[config.mk]
export PLATFORM = sky130hd
export DESIGN_NAME = uart_tx
export DESIGN_NICKNAME = d
export VERILOG_FILES = /design/src/rtl/uart_pkg.sv /design/src/rtl/uart_tx.sv
export SDC_FILE = /design/constraint.sdc
export NUM_CORES = 1
export LEC_CHECK = 0
export ABC_CLOCK_PERIOD_IN_PS = 1600
export CAP_MARGIN = 10
export CORE_UTILIZATION = 47
export CTS_CLUSTER_SIZE = 12
export DETAILED_ROUTE_END_ITERATION = 7
export PLACE_DENSITY = 0.8
export SLEW_MARGIN = 15
export SYNTH_ARGS = -nofsm -noshare
export SYNTH_HDL_FRONTEND = slang
export SYNTH_SLANG_ARGS = --single-unit
[constraint.sdc]
create_clock -name clk -period 1.6 [get_ports clk]
set_input_delay 0.16 -clock clk [delete_from_list [all_inputs] [get_ports clk]]
set_output_delay 0.16 -clock clk [all_outputs]
set_load 0.02 [all_outputs]
[src/rtl/uart_pkg.sv]
// UART shared definitions: frame state encoding (3-bit, common to the
// transmitter and receiver) and oversampling constants.
package uart_pkg;

    // Frame states; PARITY is only reachable when parity is built in.
    typedef enum logic [2:0] {
        IDLE   = 3'd0,
        START  = 3'd1,
        DATA   = 3'd2,
        PARITY = 3'd3,
        STOP   = 3'd4
    } uart_state_e;

    localparam int OVERSAMPLE = 16;
    // Receiver samples each bit at this tick; the transmitter does not need it.
    localparam int MID_BIT    = 7;

endpackage

[src/rtl/uart_tx.sv]
// UART transmitter: start bit, DBIT data bits LSB-first, optional parity,
// then SB_TICK ticks of stop. Bits are paced by the shared 16x s_tick.
// Optional feature macro: UART_TX_PARITY_EN (adds the PARITY state and its flop).
//
// state  | meaning
// IDLE   | line high, waiting for tx_start
// START  | driving the start bit (low) for 16 ticks
// DATA   | driving shift_reg[0], DBIT bits of 16 ticks each
// PARITY | driving the parity bit for 16 ticks (UART_TX_PARITY_EN only)
// STOP   | line high for SB_TICK ticks, tx_done_tick on the last one
module uart_tx
    import uart_pkg::*;
#(
    parameter int DBIT    = 8,
    parameter int SB_TICK = 16,
    parameter int PAR_ODD = 0
) (
    input  logic            clk,
    input  logic            reset,
    input  logic            s_tick,
    input  logic            tx_start,
    input  logic [DBIT-1:0] din,
    output logic            tx_busy,
    output logic            tx_done_tick,
    output logic            tx
);

    // Tick counter must hold SB_TICK-1 and at least 15.
    localparam int TW = ($clog2(SB_TICK) < 4) ? 4 : $clog2(SB_TICK);
    localparam int BW = (DBIT > 1) ? $clog2(DBIT) : 1;

    localparam logic [TW-1:0] BIT_LAST  = TW'(OVERSAMPLE - 1);
    localparam logic [TW-1:0] STOP_LAST = TW'(SB_TICK - 1);
    localparam logic [BW-1:0] DATA_LAST = BW'(DBIT - 1);

    // Reject parameter values outside the supported frame formats.
    if (DBIT < 5 || DBIT > 8 || SB_TICK < 1 || SB_TICK > 64 || PAR_ODD < 0 || PAR_ODD > 1) begin : g_bad_param
        $error("uart_tx: unsupported parameter combination");
    end

    uart_state_e     state_reg, state_next;
    logic [TW-1:0]   tick_reg, tick_next;
    logic [BW-1:0]   bit_reg, bit_next;
    logic [DBIT-1:0] shift_reg, shift_next;
    logic            tx_reg, tx_next;
`ifdef UART_TX_PARITY_EN
    logic            parity_reg, parity_next;
`endif

    // State and datapath register; tx is registered from the current state
    // so the pin lags the state by one clk and has no combinational path.
    always_ff @(posedge clk or negedge reset) begin
        if (!reset) begin
            state_reg  <= IDLE;
            tick_reg   <= '0;
            bit_reg    <= '0;
            shift_reg  <= '0;
            tx_reg     <= 1'b1;
`ifdef UART_TX_PARITY_EN
            parity_reg <= 1'b0;
`endif
        end else begin
            state_reg  <= state_next;
            tick_reg   <= tick_next;
            bit_reg    <= bit_next;
            shift_reg  <= shift_next;
            tx_reg     <= tx_next;
`ifdef UART_TX_PARITY_EN
            parity_reg <= parity_next;
`endif
        end
    end

    // Next-state, datapath updates and the done pulse.
    always_comb begin
        state_next   = state_reg;
        tick_next    = tick_reg;
        bit_next     = bit_reg;
        shift_next   = shift_reg;
        tx_next      = 1'b1;
        tx_done_tick = 1'b0;
`ifdef UART_TX_PARITY_EN
        parity_next  = parity_reg;
`endif
        case (state_reg)
            IDLE: begin
                tx_next = 1'b1;
                // A tick arriving with the request is not counted.
                if (tx_start) begin
                    shift_next = din;
                    tick_next  = '0;
                    state_next = START;
`ifdef UART_TX_PARITY_EN
                    parity_next = (^din) ^ (PAR_ODD != 0);
`endif
                end
            end
            START: begin
                tx_next = 1'b0;
                if (s_tick) begin
                    if (tick_reg == BIT_LAST) begin
                        tick_next  = '0;
                        bit_next   = '0;
                        state_next = DATA;
                    end else begin
                        tick_next = tick_reg + TW'(1);
                    end
                end
            end
            DATA: begin
                tx_next = shift_reg[0];
                if (s_tick) begin
                    if (tick_reg == BIT_LAST) begin
                        tick_next  = '0;
                        shift_next = shift_reg >> 1;
                        if (bit_reg == DATA_LAST) begin
`ifdef UART_TX_PARITY_EN
                            state_next = PARITY;
`else
                            state_next = STOP;
`endif
                        end else begin
                            bit_next = bit_reg + BW'(1);
                        end
                    end else begin
                        tick_next = tick_reg + TW'(1);
                    end
                end
            end
`ifdef UART_TX_PARITY_EN
            PARITY: begin
                tx_next = parity_reg;
                if (s_tick) begin
                    if (tick_reg == BIT_LAST) begin
                        tick_next  = '0;
                        state_next = STOP;
                    end else begin
                        tick_next = tick_reg + TW'(1);
                    end
                end
            end
`endif
            STOP: begin
                tx_next = 1'b1;
                if (s_tick) begin
                    if (tick_reg == STOP_LAST) begin
                        tx_done_tick = 1'b1;
                        tick_next    = '0;
                        state_next   = IDLE;
                    end else begin
                        tick_next = tick_reg + TW'(1);
                    end
                end
            end
            default: begin
                tx_next    = 1'b1;
                state_next = IDLE;
            end
        endcase
    end

    assign tx_busy = (state_reg != IDLE);
    assign tx      = tx_reg;

endmodule
# [Word-level counts from Yosys, hierarchy flattened]
# Cells that the tools add are included.
[classes] addsub=2 multipliers=0 n_div=0 order_cmp=0 eq_ne=15 shifts=0 muxes=25 bitwise_logic=0 n_reduce_logical=10
[ops] operator="2-to-1 mux 3 bit" count=11
[ops] operator="2-to-1 mux 8 bit" count=3
[ops] operator="!= test 2 bit, second input constant" count=9
[ops] operator="case mux 8 bit (2 select lines)" count=1
[ops] operator="2-to-1 mux 4 bit" count=3
[ops] operator="case mux 3 bit (4 select lines)" count=1
[ops] operator="case mux 4 bit (2 select lines)" count=1
[ops] operator="AND reduction 8 bit" count=1
[ops] operator="== test 3 bit, second input constant" count=2
[ops] operator="case mux 3 bit (2 select lines)" count=1
[ops] operator="AND reduction 6 bit" count=1
[ops] operator="nonzero test 2 bit" count=3
[ops] operator="adder 4 x 1 -> 4 bit, second input constant" count=1
[ops] operator="== test 4 bit, second input constant" count=1
[ops] operator="AND reduction 4 bit" count=1
[ops] operator="adder 3 x 1 -> 3 bit, second input constant" count=1
[ops] operator="== test 3 x 1 -> 1 bit, second input constant" count=1
[ops] operator="== test 3 x 2 -> 1 bit, second input constant" count=1
[ops] operator="logical NOT 3 bit" count=1
[ops] operator="2-to-1 mux 1 bit" count=3
[ops] operator="AND reduction 3 bit" count=1
[ops] operator="nonzero test 3 bit" count=1
[ops] operator="OR reduction 3 bit" count=1
[ops] operator="!= test 2 x 1 -> 1 bit, second input constant" count=1
[ops] operator="case mux 1 bit (2 select lines)" count=1
[totals] reg_bits=19 latchBits=0 mem_bits_rw=0 mem_bits_ro=0 in_bits=12 out_inout_bits=3 wordCells=57 mem_count=0

# [Logic depth before layout (Yosys ltp)]
[depth] ltp_word=5 mapped_depth=7 mapped_depth_nobuf=6

# [Worst setup path before layout]
# No wires, ideal clock.
[synth_path] path_type="flip-flop to flip-flop" start="reg bit_reg[0]" end="reg bit_reg[0]" setup_time_ns=0.125 t_arrival_ns=1.461 t_required_ns=1.475 slack_ns=0.015 stages_incl_launch_ff=7 path_buffers=0 period_less_slack_ns=1.585 cell_sequence="dfrtp_1 ha_1 ha_1 inv_1 a21oi_1 or3_1 mux2_2"
[synth_via] elab_chain_len=5 elab_cells_between_ends=8 cone_classes="add/sub: 1; eq/ne: 2; mux: 4; reduce/logical: 1"
[synth_rtl] element="from (decl)" line_no="uart_tx.sv:43" source="logic [BW-1:0] bit_reg, bit_next;"
[synth_rtl] element="from (signal assigned)" line_no="uart_tx.sv:65" source="bit_reg <= bit_next;"
[synth_rtl] element="adder 3 x 1 -> 3 bit" line_no="uart_tx.sv:123" source="bit_next = bit_reg + BW'(1);"
[synth_rtl] element="2-to-1 mux 3 bit" line_no="uart_tx.sv:116" source="if (bit_reg == DATA_LAST) begin"
[synth_rtl] element="2-to-1 mux 3 bit" line_no="uart_tx.sv:113" source="if (tick_reg == BIT_LAST) begin"
[synth_rtl] element="2-to-1 mux 3 bit" line_no="uart_tx.sv:112" source="if (s_tick) begin"
[synth_rtl] element="case mux 3 bit (2 select lines)" line_no="uart_tx.sv:85" source="case (state_reg)"
# Parallel ways exist; a longest one is shown, timed or not. The select of a mux whose other input is x is not followed.
# A chain may end at the register's enable or synchronous reset.

# [Worst setup path after layout]
[layout_path] start="reg state_reg[2]" end="out tx_busy"
[layout_via] elab_chain_len=1
[layout_rtl] element="from (decl)" line_no="uart_tx.sv:41" source="uart_state_e state_reg, state_next;"
[layout_rtl] element="from (signal assigned)" line_no="uart_tx.sv:63" source="state_reg <= state_next;"
[layout_rtl] element="nonzero test 3 bit" line_no="uart_tx.sv:162" source="assign tx_busy = (state_reg != IDLE);"
[layout_rtl] element="to (decl)" line_no="uart_tx.sv:23" source="output logic tx_busy,"
# No other way between the ends.

==> impl_metrics.env <==
export IMPL_nFillCells=173
export IMPL_drt_antenna_violating_nets=0
export IMPL_drc_errors=0
export IMPL_tightest_slew_ns=0.3336
export IMPL_hold_path_class="primary input to asynchronous set/reset pin"
export IMPL_syn_instance_count=107
export IMPL_drive_above_1_share=0.3873
export IMPL_async_reset_ff_frac=1.000
export IMPL_cellLeakagePower_nw=0.6829
export IMPL_reg2reg_depth=6
export IMPL_slew_viol_final=0
export IMPL_io_pins=15
export IMPL_power_density_nw_per_um2=1413
export IMPL_slew_headroom=0.7761
export IMPL_die_x_um=49.37
export IMPL_grt_setup_unrepaired="yes"
export IMPL_grt_pass1_vias=930
export IMPL_crit_type="register to output port"
export IMPL_place_gp_congestion=0.8832
export IMPL_worstPathRequired_ns=1.44
export IMPL_netlist_top_cells_area="dfrtp_1 43%, a21oi_2 6.6%, o22ai_1 4.2%, inv_1 3.9%, ha_1 3.6%"
export IMPL_netlist_area_sq_um=1055
export IMPL_synth_most_common_cell="dfrtp_1"
export IMPL_cp_max_fo=9
export IMPL_yosys_most_used_dff="dfrtp_1"
export IMPL_hold_violations=0
export IMPL_synth_fp_nets=122
export IMPL_initial_utilization=0.5165
export IMPL_finalWorstSetupSlack_ns=-0.01937
export IMPL_cts_root_buf="clkbuf_4"
export IMPL_dp_slack_ns=-0.2223
export IMPL_nNetsFinal=158
export IMPL_drt_iter0_drc=4
export IMPL_finalSetupViolCount=1
export IMPL_core_rowCount=16
export IMPL_synth_common_cells="18 x dfrtp_1, 11 x inv_1, 8 x a21oi_2"
export IMPL_place_hpwl_um=1777
export IMPL_violations="negative setup slack"
export IMPL_grt_max_degree=15
export IMPL_end_kind="output port"
export IMPL_reg2reg_slack_ns=0
export IMPL_outcome="finished with violations"
export IMPL_routedWlPerCell_um=14.55
export IMPL_ys_ff_latch=19
export IMPL_synth_edf_count=0
export IMPL_antenna_found_initial=0
export IMPL_clockBufferDepth=2
export IMPL_grt_ovfl_total=0
export IMPL_vias=957
export IMPL_placed_cell_area_sq_um=1330
export IMPL_track_usage=0.2235
export IMPL_crit_arrival_ns=1.46
export IMPL_stdcell_area_sq_um=1449
export IMPL_io_buffers=14
export IMPL_routed_wl_um=2459
export IMPL_finalCritPeriodShare=1.012
export IMPL_synth_top_area_frac=0.4270
export IMPL_period_needed_ns=1.619
export IMPL_peakVddDrop_mv=0.8314
export IMPL_cts_max_level=1
export IMPL_path_clk_slew_ns=0.10
export IMPL_r2r_end="bit_reg[0]"
export IMPL_r2r_start="bit_reg[0]"
export IMPL_cts_tree="yes"
export IMPL_numCtsBuffers=3
export IMPL_core_sq_um=2042
export IMPL_drv_cap=0
export IMPL_yosysTopAreaCell="dfrtp_1"
export IMPL_num_antenna_cells=0
export IMPL_fp_dieH_um=49.37
export IMPL_yosys_warnings=0
export IMPL_synth_cell_type_count=38
export IMPL_grt_pass1_wl_um=4050
export IMPL_syn_mean_instance_area_sq_um=9.858
export IMPL_largest_register_ffs=8
export IMPL_ys_seq_area_frac=0.4520
export IMPL_clk_latency_ns=0.30
export IMPL_cts_hold_buffers_added=0
export IMPL_finalClockSkew_ns=0.001795
export IMPL_cts_sinks=19
export IMPL_area_growth_pct=37.37
export IMPL_firstDrtPassIters=4
export IMPL_max_freq_ghz=0.6175
export IMPL_vias_per_cell=5.663
export IMPL_hold_slack_ns=0.07837
export IMPL_worstSetupStartpoint="state_reg[2]"
export IMPL_start_kind="register"
export IMPL_die_area_sq_um=2437
==> cell usage in the layout, fill, tap and decap left out, types with 4 or more instances in the layout <==
| cell type | count |
|---|---|
| clkdlybuf4s50_1 | 11 |
| buf_4 | 22 |
| inv_1 | 10 |
| nand3_1 | 7 |
| nor2_1 | 5 |
| o22ai_1 | 7 |
| a21oi_2 | 9 |
| dfrtp_1 | 17 |
| o21ai_0 | 4 |
==> power breakdown <==
group / leakage (nW) / internal, mW / switching [mW] / total (mW)
logic: 0.443 / 0.531 / 0.460 / 0.991
registers: 0.222 / 0.683 / 0.128 / 0.811
clock network: 0.0177 / 0.0934 / 0.151 / 0.245
==> timing repair <==
| item | CTS | global route |
|---|---|---|
| pin swaps | 3 | 2 |
| buffers inserted | 1 | 2 |
| resized for setup | 18 | 6 |
| setup endpoints to repair | 13 | 16 |
==> through the flow <==
stage            util  cells  power (mW)    TNS (ns)
6_report       0.7096    169       2.047    -0.01937
5_1_grt        0.7096    169       2.200     -0.4518
4_1_cts        0.6918    167       2.016  -0.0002257
3_5_place_dp   0.6513    162       1.698      -2.624
3_3_place_gp   0.6513    162       1.645      -2.487
2_1_floorplan       -    107       1.351           0
==> worst max-delay path: stages (launching register included) <==
cell	delay [ns]
dfrtp_1	0.50
nor2_1	0.22
nand2_1	0.10
dlygate4sd2_1	0.33
==> logic make-up (layout without fill, tap and decap cells) <==
group / count (synthesis) / after routing / synth area share
DFF: 19 / 19 / 0.4520
adders and majority gates: 3 / 3 / 0.03559
and+or+nand+nor: 28 / 28 / 0.1471
buffers and inverters: 17 / 52 / 0.08184
AOI/OAI and AO/OA: 37 / 37 / 0.2527
muxes: 3 / 3 / 0.03084
==> worst max-delay path by stage <==
stage / end / slack [ns]
floorplan: bit_reg[0] / 0.01
global placement: tx_done_tick / -0.22
detailed placement: tx_done_tick / -0.22
CTS: bit_reg[0] / -0.0002
global route: tick_reg[1] / -0.07
finish: tx_busy / -0.02
==> area by class of cell <==
type                    count  area, sq um  share of cell area
multi-input cells          71        563.0              0.3886
well taps                  27        33.78             0.02332
inverters                  12        45.04             0.03109
clock buffers               3        22.52             0.01554
clock inverters             1        5.005            0.003454
flip-flops and latches     19        478.0              0.3299
repair buffers             36        301.5              0.2081
==> layer usage <==
layer | vias up | part of all wire | routed length [um] | track usage
met1 | 474 | 0.44 | 1074 | 0.2648
met3 | 4 | 0.027 | 66 | 0.03427
met5 | - | 0 | 0 | 0
met2 | 22 | 0.52 | 1275 | 0.3836
met4 | 0 | 0.017 | 43 | 0.1238
li1 | 457 | - | - | -
No activity file was read; power rests on OpenSTA's default activity.
